$ cat src/rtl/ldlt_stream_feeder.sv
// ---------------------------------------------------------------------------
// ldlt_stream_feeder
//
// Upstream feeder for the LDLT engine. It buffers one packed lower-triangular
// matrix received from a host over a valid/ready stream. It then launches the
// LDLT engine with a 1-cycle start pulse, followed by L_SIZE gap-free words.
// Afterwards it waits for the LDLT result stream to drain before it accepts
// the next matrix.
//
// Parameters
//   DATA_LEN  word width (fixed point, passed through bit-exact)
//   NODE_NUM  matrix order N = 6*NODE_NUM, L_SIZE = N*(N+1)/2
//
// Ports
//   clk         clock, all state on posedge
//   rst_n       asynchronous active-low reset
//   s_valid     host word valid
//   s_ready     feeder can accept a word (high exactly in LOAD)
//   s_data      host word
//   o_start     LDLT start pulse (registered)
//   o_data      LDLT input word (registered, 0 when idle)
//   ldlt_valid  LDLT first-result-word marker
//   busy        high in any state except LOAD
//   done        1-cycle pulse once the LDLT result has drained
//
// Configuration
//   FEEDER_FULL_MATRIX_EN  when defined, the host sends the full symmetric
//                          N*N matrix row-major. Only the words with
//                          col <= row are stored.
// ---------------------------------------------------------------------------
module ldlt_stream_feeder #(
  parameter int DATA_LEN = 32,
  parameter int NODE_NUM = 1
) (
  input  logic                clk,
  input  logic                rst_n,
  input  logic                s_valid,
  output logic                s_ready,
  input  logic [DATA_LEN-1:0] s_data,
  output logic                o_start,
  output logic [DATA_LEN-1:0] o_data,
  input  logic                ldlt_valid,
  output logic                busy,
  output logic                done
);

  localparam int N      = 6 * NODE_NUM;
  localparam int L_SIZE = N * (N + 1) / 2;
  localparam int CW     = $clog2(L_SIZE + 1);

  typedef enum logic [1:0] {LOAD, START, BURST, DRAIN} state_t;

  state_t              state;
  logic [CW-1:0]       wr_cnt;   // next RAM write address
  logic [CW-1:0]       seq_cnt;  // burst read address, then drain cycle count
  logic [DATA_LEN-1:0] mem [L_SIZE];

  logic accept;     // a host word is taken on this edge
  logic wr_en;      // the accepted word belongs to the lower triangle
  logic load_last;  // the accepted word completes the matrix

  assign s_ready = (state == LOAD);
  assign busy    = (state != LOAD);
  assign accept  = s_valid && (state == LOAD);

`ifdef FEEDER_FULL_MATRIX_EN
  localparam int RCW = (N > 1) ? $clog2(N) : 1;

  logic [RCW-1:0] row;
  logic [RCW-1:0] col;

  assign wr_en     = accept && (col <= row);
  assign load_last = accept && (row == RCW'(N - 1)) && (col == RCW'(N - 1));

  // Position of the next host word in the full row-major matrix.
  always_ff @(posedge clk or negedge rst_n) begin
    if (!rst_n) begin
      row <= '0;
      col <= '0;
    end else if (load_last) begin
      row <= '0;
      col <= '0;
    end else if (accept) begin
      if (col == RCW'(N - 1)) begin
        col <= '0;
        row <= row + 1'b1;
      end else begin
        col <= col + 1'b1;
      end
    end
  end
`else
  assign wr_en     = accept;
  assign load_last = accept && (wr_cnt == CW'(L_SIZE - 1));
`endif

  // NOTE: the matrix RAM has no reset. Its contents are always written
  // before they are read, and leaving the reset off lets it map onto block
  // or distributed RAM.
  always_ff @(posedge clk) begin
    if (wr_en) begin
      mem[wr_cnt] <= s_data;
    end
  end

  // NOTE: all sequential state uses non-blocking assignments. This lets
  // every branch read the pre-edge values of state and the counters.
  always_ff @(posedge clk or negedge rst_n) begin
    if (!rst_n) begin
      state   <= LOAD;
      wr_cnt  <= '0;
      seq_cnt <= '0;
      o_start <= 1'b0;
      o_data  <= '0;
      done    <= 1'b0;
    end else begin
      o_start <= 1'b0;
      done    <= 1'b0;
      unique case (state)
        LOAD: begin
          if (wr_en) begin
            wr_cnt <= wr_cnt + 1'b1;
          end
          // The start pulse is raised on the same edge that stores the
          // last word, so no idle cycle is inserted.
          if (load_last) begin
            state   <= START;
            o_start <= 1'b1;
          end
        end

        START: begin
          // Prefetch word 0 so the burst begins right after the pulse.
          o_data  <= mem[0];
          seq_cnt <= CW'(1);
          state   <= BURST;
        end

        BURST: begin
          if (seq_cnt == CW'(L_SIZE)) begin
            o_data  <= '0;
            seq_cnt <= '0;
            state   <= DRAIN;
          end else begin
            o_data  <= mem[seq_cnt];
            seq_cnt <= seq_cnt + 1'b1;
          end
        end

        DRAIN: begin
          // Counting starts on the first ldlt_valid cycle and then runs
          // regardless of ldlt_valid, mirroring the contiguous result stream.
          if (ldlt_valid || (seq_cnt != '0)) begin
            if (seq_cnt == CW'(L_SIZE - 1)) begin
              done    <= 1'b1;
              state   <= LOAD;
              wr_cnt  <= '0;
              seq_cnt <= '0;
            end else begin
              seq_cnt <= seq_cnt + 1'b1;
            end
          end
        end

        default: state <= LOAD;
      endcase
    end
  end

endmodule

$ cat config.mk
export PLATFORM = sky130hd
export DESIGN_NAME = ldlt_stream_feeder
export DESIGN_NICKNAME = d
export VERILOG_FILES = /design/src/rtl/ldlt_stream_feeder.sv
export SDC_FILE = /design/constraint.sdc
export NUM_CORES = 1
export LEC_CHECK = 0
export ABC_CLOCK_PERIOD_IN_PS = 11350
export CAP_MARGIN = 20
export CORE_MARGIN = 2
export CORE_UTILIZATION = 30
export DETAILED_ROUTE_END_ITERATION = 7
export DONT_BUFFER_PORTS = 1
export HOLD_SLACK_MARGIN = 0.02
export PLACE_DENSITY_LB_ADDON = 0.08
export SLEW_MARGIN = 40
export SYNTH_ARGS = -nofsm -noshare
export SYNTH_HDL_FRONTEND = slang
export SYNTH_SLANG_ARGS = --single-unit
$ cat constraint.sdc
create_clock -name clk -period 11.35 [get_ports clk]
set_clock_uncertainty 0.15 [all_clocks]
set_input_delay 2.27 -clock clk [delete_from_list [all_inputs] [get_ports clk]]
set_output_delay 2.27 -clock clk [all_outputs]
set_load 0.02 [all_outputs]
== Yosys cells after proc, flatten, opt, wreduce, memory -nomap -nowiden ==
Memories as Yosys holds them, arrays and structs flattened.
Cells that the tools add are included.

* Logic and storage cells: 54
* Bits of input ports: 36
* Bits in writable memories: 672
* Memories: 1
* Bits in registers: 46

* Eq/ne operators: 11
* Reductions and logical operators: 12
* Add/subtract/negate cells: 2
* Multiplexer cells: 22

{| class="wikitable"
|+ Memories
! memory !! words !! bits a word !! rd ports !! clocked after Yosys merged registers in !! write ports !! line !! text
|-
| mem || 21 || 32 || 2 || 0 || 1 || 56 || <nowiki>logic [DATA_LEN-1:0] mem [L_SIZE];</nowiki>
|}

{| class="wikitable"
|+ Operators with widths
! operator !! number
|-
| $pmux W32 S2 || 1
|-
| $mux W32 || 1
|-
| $mux W5 || 6
|-
| $eq A5 B5 Y1 const B || 3
|-
| $pmux W5 S3 || 1
|-
| $add A5 B1 Y5 const B || 2
|-
| $pmux W5 S2 || 1
|-
| $mux W2 || 4
|-
| $pmux W2 S4 || 1
|-
| $reduce_and A4 Y1 || 2
|-
| $mux W1 || 7
|-
| $ne A2 B2 Y1 const B || 3
|-
| $reduce_bool A2 Y1 || 3
|-
| $reduce_bool A5 Y1 || 1
|-
| $eq A2 B2 Y1 const B || 2
|-
| $ne A2 B1 Y1 const B || 2
|-
| $reduce_bool A3 Y1 || 1
|-
| $eq A2 B1 Y1 const B || 1
|-
| $logic_and A1 B1 Y1 || 2
|-
| $logic_not A2 Y1 || 1
|-
| $reduce_and A2 Y1 || 1
|-
| $logic_or A1 B1 Y1 || 1
|}

== Logic depth before layout (Yosys ltp) ==
Gate-level depths: netlist of run 1.

* Depth after elaboration: 5
* Gate-level depth with buffers: 10
* Depth with buffers taken out: 6

== Worst setup path before layout of run 1 ==
OpenSTA, ideal clock, no wires.

* Path type: in2reg
* Start point: in s_valid
* End point: mem mem[17][0], enable pin
* Path buffers: 0
* Data arrival time: 4.827 ns
* Data required time: 10.739 ns
* Stages: 3
* Path slack: 5.912 ns
* Cell sequence: and2_1 nand2_1 nor3_1

* Cells in the longest elaborated chain, start to end: 3

{| class="wikitable"
|+ Ends and longest elaborated chain
! what !! line !! text
|-
| start: declaration || 37 || <nowiki>input logic s_valid,</nowiki>
|-
| $logic_and A1 B1 Y1 || 64 || <nowiki>assign accept = s_valid && (state == LOAD);</nowiki>
|-
| $mux W1 || 101 || <nowiki>if (wr_en) begin</nowiki>
|-
| $mux W1 (not written as such) || 102 || <nowiki>mem[wr_cnt] <= s_data;</nowiki>
|-
| end: declaration || 56 ||
|}

No other way between the ends.

== Worst setup path in the final report of run 1 ==
* Start point: reg state[0]
* End point: out busy

* Cells in the longest elaborated chain, start to end: 1

{| class="wikitable"
|+ Ends and longest elaborated chain
! what !! line !! text
|-
| start: declaration || 53 || <nowiki>state_t state;</nowiki>
|-
| start signal: assignment || 110 || <nowiki>state <= LOAD;</nowiki>
|-
| start signal: assignment || 127 || <nowiki>state <= START;</nowiki>
|-
| start signal: assignment || 136 || <nowiki>state <= BURST;</nowiki>
|-
| $reduce_bool A2 Y1 || 63 || <nowiki>assign busy = (state != LOAD);</nowiki>
|-
| end: declaration || 43 || <nowiki>output logic busy,</nowiki>
|}

No other way between the ends.

==> summary.md, run 1 <==
| Metric | Value |
|---|---|
| Detailed-placement wirelength estimate | `roughly 44,000 um` |
| Ys Warns | `0` |
| First-pass DRT Iterations | `8` |
| Async S/R FF share, synth | `about 6.4%` |
| Root Driver | `clkbuf_16` |
| Worst slew pin tran | `0.846 ns` |
| RSZ-0062 raised after global routing | `false` |
| Worst-path maximum fanout | `5` |
| Wire length per cell | `between 20 and 30 um` |
| Combinational power share | `20.9%` |
| Clock Sinks | `718` |
| EDFF count, synth | `about 670` |
| CTS tree | `yes` |
| Fill count | `roughly 8.9k` |
| Skew-Pair Late Insertion Delay | `0.62 ns` |
| Post-DRT Antenna Nets | `0` |
| Util after Layout | `between 30% and 40%` |
| Row cnt | `about 110` |
| Post-CTS setup buffer count | `0` |
| Synth Flop Type | `edfxtp_1` |
| Hold-fix buffers, CTS | `0` |
| IO Port Bufs | `0` |
| WP buf/inv | `2` |
| Max clock buf depth | `3` |
| Layout area overhead | `16.2%` |
| Critical Path AT | `~1.6 ns` |
| Core area | `93,600 um^2` |
| Clk network pwr share | `between 30% and 40%` |
| Register area | `~21,000 um^2` |
| Area post-placement | `30,100 um^2` |
| Syn_nets | `approximately 1.8k` |
| Cell family with the largest share of critical-path delay | `flip-flops` |
| Top-Level Pins | `72` |
| Period utilization | `35.6%` |
| H-tree levels | `3` |
| Startpoint Class | `register` |
| WP data required | `8.93 ns` |
| Switching pwr | `roughly 2.3 mW` |
| CP Capture Type | `output port` |
| Critical Setup Path Class | `register to output port` |
| CTS clock-pin slew for the worst setup and hold paths | `around 0.06 ns` |
| Peak supply drop | `~0.00016 V` |
| Grt total ovfl | `0` |
| Syn avg cell area | `roughly 16 um^2` |
| Worst-path cell chain | `inv_1 -> ha_4 -> inv_1` |
| Final hold vios | `0` |
| Max Slew Vio Count | `0` |
| Syn Std Cell Area | `around 28,000 um^2` |
| Initial Utilization | `30.3%` |
| Fraction of layout cells with a size suffix above 1 | `between 10% and 20%` |
| Routed WL | `roughly 78,000 um` |
| Post-route design area | `between 30,000 and 40,000 um^2` |
| Period minus WS final | `4.04 ns` |
| Synth area leaders | `edfxtp_1 (71%), mux2i_1 (10%), dfrtp_1 (4.1%), nand2_1 (1.8%), a22oi_1 (1.7%)` |
| # setup viols final | `0` |
| Total via count in the routed design | `roughly 15k` |
| Average via count per standard cell | `approximately 4.8` |
| Setup TNS | `0 ns` |
| Max cap viols | `0` |
| Status | `completed` |
| Area of the multi-input gates | `roughly 6600 um^2` |
| CP max stage delay | `roughly 0.38 ns` |
| Leak | `around 11 nW` |
| Drt first-iter violations | `roughly 1.4k` |
| Largest net degree at the start of global routing | `roughly 130` |
| GRT Util Overall | `about 16%` |
| #FFs+latches synth | `~720` |
| Cell variety after synth | `48` |
| Initial antenna violation count | `13` |
| Worst-path cell with the longest stage delay | `dfrtp_1` |
| Global-route wire length before repair | `between 100,000 and 150,000 um` |
| # DRC | `0` |
| Syn Inst Count | `between 1.5k and 2k` |
| Num CTS Buffers | `83` |
| Max-Slew Margin vs Limit | `~44%` |
| Power Density | `roughly 230 nW/um^2` |
| Chip height | `just over 300 um` |
| Die Span X | `~310 um` |
| Internal Pwr Total | `roughly 5.3 mW` |
| Layout Nets | `between 1.5k and 2k` |
| Final RePlAce weighted congestion | `approximately 0.70` |
| Sequential group share of total power | `a little over two fifths` |
| Post-synthesis sequential area ratio | `75.2%` |
| Sw Ratio | `a little under a third` |
| Vias in the first global route | `15.6k` |
| Most frequent CP cell | `inv_1` |
| Largest area contributor in the netlist | `edfxtp_1` |
| Peak Freq | `about 250 MHz` |
| Hold Path Class | `register to register` |
| Post-CTS resize count | `0` |
| Die ar. | `around 97,000 um^2` |
| Post-synth top area share | `between 70% and 80%` |
-- layer usage --
metal / share of wire [%] / GRT usage, %
met1: 49 / 23.4
met2: 45 / 24.5
met3: 4.8 / 2.95
met4: 1.8 / 4.13
met5: 0 / 0
-- cell type report --
type | instances | share of cell area (%)
flip-flops and latches | 718 | 64.7
repair buffers | 43 | 1.55
clock buffers | 115 | 7.16
inverters | 41 | 0.467
well taps | 1254 | 4.76
clock inverters | 39 | 1.32
diodes | 1 | 0.00759
multi-input cells | 905 | 20.0
-- cells by family after synthesis --
kind of cell	Yosys count	synth area share [%]
buffers and inverters	150	2.36
adders and majority gates	11	0.485
AOI/OAI and AO/OA	274	6.20
xor gates and xnor gates	3	0.0926
and+or+nand+nor	325	5.41
DFF	718	75.2
muxes	292	10.3
-- layout by cell type, fill, tap and decap left out, types with 9 or more instances in the layout --
cell	synthesis	layout
buf_4	8	29
clkinv_1	0	13
clkbuf_16	0	87
nor2b_1	38	34
clkbuf_1	51	20
nor2_1	55	41
nand4_1	33	33
a21oi_1	64	64
nand2_1	138	138
inv_1	41	41
ha_1	11	9
o211ai_1	32	32
o21ai_0	34	34
edfxtp_1	672	672
mux2i_1	290	290
a22oi_1	64	64
a31oi_1	65	64
dfrtp_1	46	43
clkinv_2	0	14
nor2_4	0	15
bufinv_16	0	10
nand3_1	36	36
-- worst paths after layout --
| check | from | to | slack, ns | depth (start not counted) |
|---|---|---|---|---|
| min in group asynchronous | rst_n | seq_cnt[4] | 1.20 | 0 |
| max | state[0] | busy | 7.31 | 3 |
| max in group asynchronous | rst_n | wr_cnt[1] | 9.73 | 0 |
| max reg2reg | state[0] | o_data[2] | 8.20 | 7 |
| min reg2reg | state[1] | state[1] | 0.42 | 1 |
| min | state[1] | state[1] | 0.42 | 1 |
-- per-stage QoR --
step / setup WS, ns / power, mW / std cells / hold WS (ns)
2_1_floorplan: 5.91 / 4.33 / 1773 / 0.367
4_1_cts: 7.25 / 7.68 / 3113 / 0.419
6_report: 7.31 / 7.57 / 3116 / 0.420
5_1_grt: 7.19 / 7.95 / 3115 / 0.446
3_5_place_dp: 6.89 / 4.92 / 2959 / 0.405
3_3_place_gp: 6.68 / 4.87 / 2951 / 0.408
-- registers in the layout, indices dropped and copies added (netlist names) --
signal,cells
seq_cnt,5
done,1
wr_cnt,5
o_start,1
mem,672
o_data,32
state,2
-- synth_stat cells (3+ instances only) --
cell type and instances:
inv_1 41, buf_6 4, a211oi_1 3, edfxtp_1 672, o21ai_0 34, buf_2 36
mux2i_1 290, clkbuf_1 51, a21oi_1 64, nor3_1 8, nand4_1 33, a31oi_1 65
a22oi_1 64, nand2_1 138, ha_1 11, and2_1 3, buf_4 8, dfrtp_1 46
xnor2_1 3, buf_1 9, nor2b_1 38, nor2_1 55, o211ai_1 32, nand3_1 36
-- power by group through the flow --
stage | clock network, mW | registers, mW | logic, mW
3_3_place_gp | 0 | 3.32 | 1.55
3_5_place_dp | 0 | 3.32 | 1.59
2_1_floorplan | 0 | 3.20 | 1.13
4_1_cts | 2.81 | 3.27 | 1.60
5_1_grt | 2.92 | 3.28 | 1.75
6_report | 2.73 | 3.26 | 1.58
No activity file was read; power rests on OpenSTA's default activity.
==> inputs of run 2 (changes only) <==
--- a/config.mk
+++ b/config.mk
@@ -5,7 +5,7 @@
 export SDC_FILE = /design/constraint.sdc
 export NUM_CORES = 1
 export LEC_CHECK = 0
-export ABC_CLOCK_PERIOD_IN_PS = 11350
+export ABC_CLOCK_PERIOD_IN_PS = 3400
 export CAP_MARGIN = 20
 export CORE_MARGIN = 2
 export CORE_UTILIZATION = 30
==> constraint.sdc (replaced) <==
create_clock -name clk -period 3.4 [get_ports clk]
set_clock_uncertainty 0.15 [all_clocks]
set_input_delay 0.68 -clock clk [delete_from_list [all_inputs] [get_ports clk]]
set_output_delay 0.68 -clock clk [all_outputs]
set_load 0.02 [all_outputs]
==> summary.md, run 2 (synthesis results as in run 1) <==
| Metric | Value |
|---|---|
| Max Slew Vio Count | `0` |
| RSZ-0062 raised after global routing | `false` |
| CP max stage delay | `~0.66 ns` |
| Hold Path Class | `input port to register` |
| Status | `completed` |
| Chip height | `312 um` |
| Most frequent cells in the layout | `edfxtp_1 (672), mux2i_1 (290), nand2_1 (138)` |
| Period utilization | `between 80% and 90%` |
| Max-Slew Margin vs Limit | `~45%` |
| Total via count in the routed design | `~15k` |
| Fraction of layout cells with a size suffix above 1 | `around 11%` |
| H-tree levels | `3` |
| Internal Pwr Total | `17.0 mW` |
| Average via count per standard cell | `4.86` |
| Wire length per cell | `about 26 um` |
| Clock Sinks | `a little over 700` |
| CP Capture Type | `register` |
| Post-CTS resize count | `0` |
| Hold Crit Depth | `2` |
| Worst hold path endpoint | `wr_cnt[4]` |
| Layout Nets | `about 1.9k` |
| Worst reg2reg endpoint | `o_data[30]` |
| Peak supply drop | `approximately 0.00043 V` |
| Most common cell after layout, fill and taps aside | `edfxtp_1` |
| Global-route wire length before repair | `approximately 120,000 um` |
| Switching pwr | `7.88 mW` |
| Period minus WS final | `roughly 2.8 ns` |
| Grt total ovfl | `0` |
| CTS tree | `yes` |
| Vias in the first global route | `15.7k` |
| Initial antenna violation count | `3` |
| Largest net degree at the start of global routing | `about 110` |
| Top reg by flops | `mem` |
| Layout area overhead | `17.5%` |
| Sequential group share of total power | `43.4%` |
| Worst-path maximum fanout | `21` |
| Critical Setup Path Class | `register to register` |
| Worst reg2reg setup slack | `approximately 0.64 ns` |
| Max reg flops | `~670` |
| Startpoint Class | `register` |
| Worst-path cell with the longest stage delay | `a31oi_4` |
| Hold path start | `s_valid` |
| Top-Level Pins | `72` |
| Initial Utilization | `approximately 30%` |
| GRT Util Overall | `~17%` |
| Core area | `approximately 94,000 um^2` |
| Final RePlAce weighted congestion | `~0.73` |
| # setup viols final | `0` |
| Row cnt | `~110` |
| Detailed-placement wirelength estimate | `approximately 43,000 um` |
| Max cap viols | `0` |
| CTS clock-pin slew for the worst setup and hold paths | `around 0.06 ns` |
| Peak Freq | `about 360 MHz` |
| IO Port Bufs | `0` |
| Util after Layout | `between 30% and 40%` |
| Max clock buf depth | `3` |
| Dpl ws | `a little under 0.7 ns` |
| Largest regs | `mem: 672 flops, o_data: 32 flops` |
| Drt first-iter violations | `1,072` |
| Root Driver | `clkbuf_16` |
| Final worst slack | `0.638 ns` |
| Final hold vios | `0` |
| Cell family with the largest share of critical-path delay | `compound AO/OA/AOI/OAI gates` |
| Combinational power share | `between 20% and 30%` |
| Leak | `~11 nW` |
| Die ar. | `approximately 100,000 um^2` |
| Num CTS Buffers | `81` |
| WP data required | `approximately 3.8 ns` |
| # DRC | `0` |
| Power Density | `roughly 750 nW/um^2` |
| First-pass DRT Iterations | `5` |
| Worst slew pin tran | `0.829 ns` |
| Die Span X | `312 um` |
| Routed WL | `about 80,000 um` |
| Critical Path AT | `3.15 ns` |
| Clk network pwr share | `about a third` |
| Post-DRT Antenna Nets | `0` |
| Area post-placement | `between 30,000 and 40,000 um^2` |
| Post-route design area | `approximately 33,000 um^2` |
| Most frequent CP cell | `a31oi_1` |
| WP buf/inv | `3` |
| Reg-to-Reg Start | `state[0]` |
| Skew-Pair Late Insertion Delay | `approximately 0.64 ns` |
| Sw Ratio | `a little under a third` |
| R2R cell count | `8` |
| Worst-path cell chain | `inv_1 -> ha_2 -> buf_4 -> nand2_1 -> a31oi_4 -> buf_12 -> a31oi_1 -> a31oi_1` |
[run 2: cell type report]
| class | instances | area, um^2 |
|---|---|---|
| antenna | 2 | 5.00 |
| clock buffer | 110 | 2200 |
| tap | 1254 | 1570 |
| fill | 8961 | 60300 |
| clock inverter | 36 | 314 |
| inverter | 41 | 154 |
| multi-input combinational | 905 | 6630 |
| sequential | 718 | 21300 |
| timing repair buffer | 95 | 1150 |
[run 2: how the worst max path moves through the flow]
stage,slack [ns],end,from,cells after the start
finish,0.64,o_data[30],state[0],8
global route,0.50,o_data[30],state[0],8
CTS,0.63,o_data[30],state[0],8
detailed placement,0.69,o_data[23],state[0],8
global placement,0.72,o_data[26],state[0],8
floorplan,-0.64,mem[17][0],state[0],5
[run 2: per-layer routing]
metal,GRT usage [%],share of wire [%],vias to the layer above
met3,3.11,4.2,104
met1,23.6,48,8003
li1,-,-,6985
met2,26.1,46,274
met5,0,0.032,-
met4,4.84,2.1,4
[run 2: metrics by stage]
step	setup TNS [ns]	hold slack, ns	cells	total power, mW
after CTS	0	0.0663	3159	25.3
after global placement	0	0.240	2978	16.6
after floorplan	-82.32	0.234	1773	14.4
final	0	0.116	3161	24.9
after global routing	0	0.100	3160	26.1
after detailed placement	0	0.241	2979	16.7
[run 2: what timing repair did]
action                                 in CTS  in global routing
hold buffers                               34                  0
endpoints found under the hold margin     718                  0
setup buffers                               0                  0
[run 2: power groups by stage]
stage | registers (mW) | clock network (mW) | logic [mW]
2_1_floorplan | 10.7 | 0 | 3.78
3_3_place_gp | 11.0 | 0 | 5.62
3_5_place_dp | 11.0 | 0 | 5.67
6_report | 10.8 | 8.35 | 5.72
4_1_cts | 10.8 | 8.61 | 5.85
5_1_grt | 10.9 | 8.96 | 6.25
==> inputs of run 3 (changes only) <==
--- a/config.mk
+++ b/config.mk
@@ -5,7 +5,7 @@
 export SDC_FILE = /design/constraint.sdc
 export NUM_CORES = 1
 export LEC_CHECK = 0
-export ABC_CLOCK_PERIOD_IN_PS = 3400
+export ABC_CLOCK_PERIOD_IN_PS = 2900
 export CAP_MARGIN = 20
 export CORE_MARGIN = 2
 export CORE_UTILIZATION = 30
==> constraint.sdc (replaced) <==
create_clock -name clk -period 2.9 [get_ports clk]
set_clock_uncertainty 0.15 [all_clocks]
set_input_delay 0.58 -clock clk [delete_from_list [all_inputs] [get_ports clk]]
set_output_delay 0.58 -clock clk [all_outputs]
set_load 0.02 [all_outputs]
==> summary.md, run 3 (synthesis results as in run 1) <==
| Metric | Value |
|---|---|
| Status | `completed` |
| # DRC | `0` |
| Leak | `~11 nW` |
| Fraction of layout cells with a size suffix above 1 | `between 10% and 20%` |
| Largest regs | `mem: 672 flops, o_data: 32 flops` |
| Grt total ovfl | `0` |
| Max reg flops | `roughly 670` |
| Fin cells | `between 3k and 4k` |
| Max cap viols | `0` |
| Most common cell after layout, fill and taps aside | `edfxtp_1` |
| Top reg by flops | `mem` |
| Period minus WS final | `2.46 ns` |
| Dpl ws | `0.467 ns` |
| Post-route design area | `between 30,000 and 40,000 um^2` |
| GRT Util Overall | `~16%` |
| Peak Freq | `roughly 400 MHz` |
| Detailed-placement wirelength estimate | `approximately 45,000 um` |
| Skew-Pair Late Insertion Delay | `approximately 0.64 ns` |
| Worst slew pin tran | `roughly 0.84 ns` |
| Row cnt | `112` |
| CP Capture Type | `register` |
| Critical Setup Path Class | `register to register` |
| Global-route wire length before repair | `114,000 um` |
| Final RePlAce weighted congestion | `around 0.7` |
| Setup TNS | `0 ns` |
| Final hold vios | `0` |
| WHS | `about 0.16 ns` |
| Hold Path Class | `input port to register` |
| Num CTS Buffers | `83` |
| Placed Cells | `approximately 3k` |
| Worst-path cell chain | `inv_1 -> ha_4 -> and2_1 -> nand3b_1 -> nor3_4 -> buf_12` |
| Average via count per standard cell | `slightly below 5` |
| Post-DRT Antenna Nets | `0` |
| Antenna cell count | `0` |
| RSZ-0062 raised after global routing | `false` |
| Worst-path maximum fanout | `32` |
| Total via count in the routed design | `between 15k and 20k` |
| Period utilization | `roughly 85%` |
| IO Port Bufs | `0` |
| CTS tree | `yes` |
| Layout Nets | `around 1.9k` |
| Max clock buf depth | `3` |
| Drt first-iter violations | `about 1.0k` |
| Initial antenna violation count | `3` |
| Critical Path AT | `roughly 2.6 ns` |
| Die ar. | `97,100 um^2` |
| Root Driver | `clkbuf_16` |
| Max-Slew Margin vs Limit | `between 40% and 50%` |
| Util after Layout | `between 30% and 40%` |
| H-tree levels | `3` |
| Startpoint Class | `register` |
| Top-Level Pins | `72` |
| Post-CTS setup buffer count | `0` |
| Area post-placement | `about 31,000 um^2` |
| Core area | `93,600 um^2` |
| WP data required | `between 3 and 4 ns` |
| CP max stage delay | `roughly 0.38 ns` |
| Layout area overhead | `18.8%` |
| Clock Sinks | `approximately 700` |
| Area of the multi-input gates | `between 6000 and 7000 um^2` |
| CTS clock-pin slew for the worst setup and hold paths | `0.06 ns` |
| Wire length per cell | `about 25 um` |
| # setup viols final | `0` |
| Largest net degree at the start of global routing | `between 70 and 80` |
| Routed WL | `between 70,000 and 80,000 um` |
| Power Density | `approximately 900 nW/um^2` |
| Most frequent cells in the layout | `edfxtp_1 (672), mux2i_1 (290), nand2_1 (138)` |
| Die Span X | `roughly 310 um` |
| Final worst slack | `roughly 0.44 ns` |
| Power, Total | `29.8 mW` |
| Post-CTS resize count | `0` |
| First-pass DRT Iterations | `5` |
| Register area | `about 21,000 um^2` |
| Chip height | `about 310 um` |
| Peak supply drop | `roughly 0.00045 V` |
| Worst-path cell with the longest stage delay | `dfrtp_1` |
| Fill count | `8,934` |
| Vias in the first global route | `between 15k and 20k` |
| Max Slew Vio Count | `0` |
| Initial Utilization | `a little under a third` |
## run 3: metal layers
metal  track usage, %  vias up  wire, um  part of all wire, %
met3             2.86      102      3360                  4.3
met4             4.43        4      1450                  1.9
li1                 -     6993         -                    -
met1             22.1     7989     36200                   46
met2             26.1      290     37100                   47
met5                0        -        33                0.042
## run 3: path summary, 6_finish.rpt
kind | start | to | slack (ns) | cells after the start
setup / recovery | state[0] | mem[0][23] | 0.44 | 6
hold / removal | ldlt_valid | seq_cnt[0] | 0.16 | 4
setup reg to reg | state[0] | mem[0][23] | 0.44 | 6
hold reg to reg | state[1] | state[1] | 0.42 | 1
max in group asynchronous | rst_n | o_data[23] | 1.94 | 2
min in group asynchronous | rst_n | state[0] | 0.34 | 2
## run 3: where the power goes
group / total [mW] / switching [mW] / internal (mW)
combinational: 6.78 / 4.28 / 2.50
sequential: 12.6 / 0.768 / 11.8
clock: 10.4 / 4.20 / 6.25
## run 3: timing repair
action | in CTS | in global routing
hold buffers | 35 | 0
endpoints found under the setup margin | 0 | 0
endpoints found under the hold margin | 721 | 0
## run 3: layout make-up
cell class	instances	area share (%)
Inverter	41	0.456
Sequential cell	718	63.3
Tap cell	1254	4.65
Timing Repair Buffer	105	3.80
Clock buffer	116	6.92
Clock inverter	37	1.16
Multi-Input combinational cell	905	19.7
## run 3: worst max-delay path, delay by kind of cell (launching register included)
family,cells,cell delay [ns]
AND/OR/NAND/NOR,3,0.81
buffers and inverters,2,0.48
flip-flops,1,0.38
adder cells (fa/ha/maj),1,0.24
